<file path="config.mk">
export PLATFORM = sky130hd
export DESIGN_NAME = pipe_skid_stage
export DESIGN_NICKNAME = d
export VERILOG_FILES = /design/src/rtl/pipe_skid_stage.sv
export SDC_FILE = /design/constraint.sdc
export NUM_CORES = 1
export LEC_CHECK = 0
export BUFFER_PORTS_ARGS = -buffer_cell sky130_fd_sc_hd__buf_4
export CAP_MARGIN = 20
export CORE_ASPECT_RATIO = 0.9
export CORE_UTILIZATION = 62
export DETAILED_ROUTE_END_ITERATION = 10
export PLACE_DENSITY = 0.87
export SKIP_CTS_REPAIR_TIMING = 1
export SLEW_MARGIN = 40
export SYNTH_ARGS = -nofsm -noshare
export SYNTH_HDL_FRONTEND = slang
export SYNTH_SLANG_ARGS = --single-unit
</file>
<file path="constraint.sdc">
create_clock -name Clk -period 4.8 [get_ports Clk]
set_clock_uncertainty 0.1 [all_clocks]
set_input_delay 1.2 -clock Clk [delete_from_list [all_inputs] [get_ports Clk]]
set_output_delay 1.2 -clock Clk [all_outputs]
set_load 0.01 [all_outputs]
</file>
<file path="src/rtl/pipe_skid_stage.sv">
// Pipeline stage register with valid/ready handshake, optional 2-entry skid buffer
// and synchronous flush-to-bubble. Occupancy mirrors the state encoding.
module pipe_skid_stage #(
  parameter int                DATA_W  = 96,
  parameter logic [DATA_W-1:0] BUBBLE  = '0,
  parameter bit                SKID_EN = 1'b1
) (
  input  logic              Clk,
  input  logic              Reset,
  input  logic              Flush,
  input  logic              InValid,
  output logic              InReady,
  input  logic [DATA_W-1:0] InData,
  output logic              OutValid,
  input  logic              OutReady,
  output logic [DATA_W-1:0] OutData,
  output logic [1:0]        Occupancy
);

  typedef enum logic [1:0] {
    EMPTY = 2'd0,
    ONE   = 2'd1,
    TWO   = 2'd2
  } state_t;

  state_t            state, state_nxt;
  logic [DATA_W-1:0] main_q, main_nxt;
  logic [DATA_W-1:0] skid_q, skid_nxt;
  logic              accept;
  logic              rel;

  assign accept    = InValid && InReady;
  assign rel       = OutValid && OutReady;
  assign OutValid  = (state != EMPTY);
  assign OutData   = OutValid ? main_q : BUBBLE;
  assign Occupancy = state;

  always_comb begin
    state_nxt = state;
    main_nxt  = main_q;
    skid_nxt  = skid_q;
    if (Reset || Flush) begin
      state_nxt = EMPTY;
      main_nxt  = BUBBLE;
      skid_nxt  = BUBBLE;
    end else begin
      case (state)
        EMPTY: begin
          if (accept) begin
            state_nxt = ONE;
            main_nxt  = InData;
          end
        end
        ONE: begin
          if (accept && rel) begin
            main_nxt = InData;
          end else if (accept && SKID_EN) begin
            state_nxt = TWO;
            skid_nxt  = InData;
          end else if (rel) begin
            state_nxt = EMPTY;
          end
        end
        TWO: begin
          if (rel) begin
            state_nxt = ONE;
            main_nxt  = skid_q;
          end
        end
        default: begin
          state_nxt = EMPTY;
          main_nxt  = BUBBLE;
          skid_nxt  = BUBBLE;
        end
      endcase
    end
  end

  always_ff @(posedge Clk) begin
    state  <= state_nxt;
    main_q <= main_nxt;
    skid_q <= skid_nxt;
  end

  generate
    if (SKID_EN) begin : g_skid
      // Ready flop follows the next state; the skid entry covers its one-cycle lag.
      logic in_ready_q;
      always_ff @(posedge Clk) begin
        in_ready_q <= (state_nxt != TWO);
      end
      assign InReady = in_ready_q && !Reset;
    end else begin : g_single
      assign InReady = !Reset && (!OutValid || OutReady);
    end
  endgenerate

endmodule

</file>
==> summary.txt <==
DIE
--------------------------------------------------------------------------------
Number of placement rows                                                      47
Initial standard-cell utilization of the core                              0.632
Full die area                                                          19300 um2
Die width                                                                 146 um
Boundary pin count                                                           201
Core Footprint                                                         18300 um2
Die outline height                                                        132 um

SETUP PATH
--------------------------------------------------------------------------------
Req. time, crit path                                                     3.50 ns
Maximum fanout along the worst path                                           71
Peak per-stage delay on the critical path                                0.51 ns
Startpoint kind of the worst setup timing path                              flop
Worst path cell trace                                               or2_2, buf_12, and2_1, buf_4
Critical path arrival                                                    1.93 ns
Worst setup path class                                              flop to output pin
Crit-path slowest cell                                              sky130_fd_sc_hd__or2_2
Element type at the critical path end                                 output pin

LAYOUT
--------------------------------------------------------------------------------
Total of fill cells in the finished design                                  1424
Layout cell share with drive strength beyond 1                             0.166
Post-layout net count                                                       1605
Count of inserted antenna diode cells                                          0
Final cell utilization of the core                                         0.742
Non-filler instance count after layout                                      1762
Final standard cell area without fillers                               13600 um2
Register cell area after layout                                         3910 um2
Synth-to-Final Area Change                                                 17.4%
Area of combinational cells with multiple inputs                        7030 um2

POWER
--------------------------------------------------------------------------------
Portion of total power attributed to combinational logic                   0.088
Sequential share of power                                                  0.479
Worst supply voltage drop on vdd                                        0.219 mV
Portion of total power attributed to the clock network                     0.433
Leakage power figure                                                     6.18 nW
Power density over the cells                                          253 nW/um2
Internal power                                                           2.65 mW
Switching power share of the total                                         0.229
Net switching power                                                     0.786 mW

CTS
--------------------------------------------------------------------------------
Buffer levels on the longest clock path                                        2
Clock sink count                                                             195
TritonCTS Buffers                                                             17
CTS clk-pin slew, worst paths                                            0.07 ns
CTS H-tree lvls                                                                4
Root cell of the clock tree                                         sky130_fd_sc_hd__clkbuf_16
Worst-skew pair later-pin latency                                        0.43 ns
TritonCTS clock tree                                                        done

TIMING
--------------------------------------------------------------------------------
Accumulated negative setup slack                                            0 ns
Ratio of final minimum period to clock period                              0.673
Actual slew at the worst max-slew pin                                   0.859 ns
Final min period                                                         3.23 ns
Final Slew Violations                                                          0
Final count of hold timing violations                                          0
Setup violations, final                                                        0
Unrepaired setup endpoints after global routing                            false
Max Clock Freq                                                           310 MHz
Max-slew headroom                                                          0.428

DETAILED ROUTING
--------------------------------------------------------------------------------
Wirelength, routed                                                      26000 um
Total vias in the final route                                               9953
Number of detailed-route iterations in the first pass                          6
Count of nets left with antenna violations after detail routing                0
DRC                                                                            0
Wirelength per Cell                                                      14.8 um
Detail-routed via count per cell                                            5.65
Violation count after the first detailed-routing iteration                   678

GRT
--------------------------------------------------------------------------------
Maximum number of pins on one net before global-route repair                 149
Initial antenna violation count                                                0
Global-route wire length before repair                                  43000 um
Total GRT Usage                                                            0.268
Number of global-route vias before repair                                   8992
GR Overflow Total                                                              0

LOGIC SYNTHESIS
--------------------------------------------------------------------------------
Cell Area, Synth                                                       11600 um2
Sequential element share of the synthesized area                           0.337
Flip-flop and latch count after synthesis                                    195
Cell types with the largest area share after synthesis              sky130_fd_sc_hd__dfxtp_1, sky130_fd_sc_hd__and3b_1, sky130_fd_sc_hd__nor2b_1
Post-synth net total                                                        1520
Async set or reset register ratio after synthesis                              0
Commonest register cell after synthesis                             sky130_fd_sc_hd__dfxtp_1
Fraction of synthesized cell area taken by the top area cell type          0.337
Library cells used by synthesis                                               26
Ranking of synthesized cells by instance count                      sky130_fd_sc_hd__nand2_1, sky130_fd_sc_hd__dfxtp_1, sky130_fd_sc_hd__nor2b_1
Number of enable flip-flop cells after synthesis                               0
Syn. warnings                                                                  0
Dominant cell by count in the synthesized netlist                   sky130_fd_sc_hd__nand2_1
Mapped Cells                                                                1419
Mean Syn Cell Area                                                      8.17 um2
Cell type contributing the most total cell area after synthesis     sky130_fd_sc_hd__dfxtp_1

PLACED DESIGN
--------------------------------------------------------------------------------
Detailed placer's ending HPWL                                           15800 um
Instance count after placement with tap cells included                      1730
GPL Wtd Cong                                                               0.774
Count of port buffers added during placement                                 200
Placed cell area                                                       13000 um2

MIN PATH
--------------------------------------------------------------------------------
Tightest Hold Check Type                                            flop to flop

RUN STATUS
--------------------------------------------------------------------------------
Run status                                                          finished, final reports clean

FLOW RUN
--------------------------------------------------------------------------------
# Max-Cap Violations                                                           0

==> kinds of logic (layout without fill, tap and decap cells) <==
kind of cell / Yosys count / in the layout / share of synthesized area
compound gates: 197 / 197 / 0.113
buf+inv: 150 / 248 / 0.0572
mux: 96 / 96 / 0.0829
flops: 195 / 195 / 0.337
simple gates: 781 / 781 / 0.410
==> power groups by stage <==
stage	clock [mW]	sequential, mW	combinational, mW
4_1_cts	1.51	1.65	0.303
5_1_grt	1.58	1.65	0.330
3_3_place_gp	0	1.68	0.292
6_report	1.49	1.65	0.302
2_1_floorplan	0	1.68	0.186
3_5_place_dp	0	1.69	0.302
==> flip-flops by register name (all words and copies together), names as in the netlist <==
signal	count
main_q	96
skid_q	96
g_skid.in_ready_q	1
Occupancy	2
==> stage by stage <==
step / total power, mW / setup slack [ns] / hold WS, ns
2_1_floorplan: 1.87 / 2.08 / 0.334
5_1_grt: 3.56 / 1.49 / 0.377
3_5_place_dp: 1.99 / 1.77 / 0.348
4_1_cts: 3.46 / 1.55 / 0.358
3_3_place_gp: 1.98 / 1.86 / 0.340
6_report: 3.44 / 1.57 / 0.354
==> worst max-delay path: cells and delay by family, from the launching register on <==
family	cells	cell delay (ns)
buffers and inverters	2	0.43
flip-flops	1	0.34
AND/OR/NAND/NOR	2	0.72
==> metal layers <==
layer	track usage	up-vias	routed length [um]
met3	0.0433	44	1200
met5	0	-	0
li1	-	5025	-
met4	0.108	0	645
met2	0.434	236	12500
met1	0.357	4648	11700
==> cell type report <==
class,instances,share of cell area
clock buffers,24,0.0361
clock inverters,8,0.00910
inverters,1,0.000276
multi-input cells,1074,0.517
flip-flops and latches,195,0.287
well taps,245,0.0225
repair buffers,215,0.128
==> path summary, 6_finish.rpt <==
check                           from                      end  slack [ns]  cells after the start
min          main_q[64]$_SDFFE_PP0P_  main_q[64]$_SDFFE_PP0P_        0.35                      2
max reg2reg     Occupancy[1]$_DFF_P_   skid_q[9]$_SDFFE_PP0P_        2.35                      4
max             Occupancy[1]$_DFF_P_              OutData[19]        1.57                      4
min reg2reg  main_q[64]$_SDFFE_PP0P_  main_q[64]$_SDFFE_PP0P_        0.35                      2
==> cells in the final DEF (no fill, tap or decap) <==
cell type	instances
sky130_fd_sc_hd__nand2_1	209
sky130_fd_sc_hd__buf_4	204
sky130_fd_sc_hd__dfxtp_1	193
sky130_fd_sc_hd__nor2b_1	178
sky130_fd_sc_hd__and3b_1	176
sky130_fd_sc_hd__and2_1	96
sky130_fd_sc_hd__o21ai_0	96
sky130_fd_sc_hd__mux2i_1	96
sky130_fd_sc_hd__nor3_1	81
sky130_fd_sc_hd__o31a_1	79
sky130_fd_sc_hd__or3_1	18
sky130_fd_sc_hd__nand3b_1	18
sky130_fd_sc_hd__a31oi_1	17
sky130_fd_sc_hd__clkbuf_16	17
sky130_fd_sc_hd__clkbuf_8	5
sky130_fd_sc_hd__buf_12	4
sky130_fd_sc_hd__clkbuf_1	3
sky130_fd_sc_hd__bufinv_16	3
sky130_fd_sc_hd__buf_16	3
sky130_fd_sc_hd__buf_6	3
sky130_fd_sc_hd__dfxtp_4	2
sky130_fd_sc_hd__or2_2	2
sky130_fd_sc_hd__clkinv_2	2
sky130_fd_sc_hd__clkinvlp_4	2
sky130_fd_sc_hd__a21oi_1	1
sky130_fd_sc_hd__nor2b_4	1
sky130_fd_sc_hd__clkinv_1	1
sky130_fd_sc_hd__a21boi_0	1
sky130_fd_sc_hd__a2111oi_0	1
sky130_fd_sc_hd__nor2_4	1
sky130_fd_sc_hd__o31a_2	1
sky130_fd_sc_hd__o21ai_1	1
sky130_fd_sc_hd__nand4bb_4	1
sky130_fd_sc_hd__clkinv_4	1
Power figures use the tool's default switching activity.
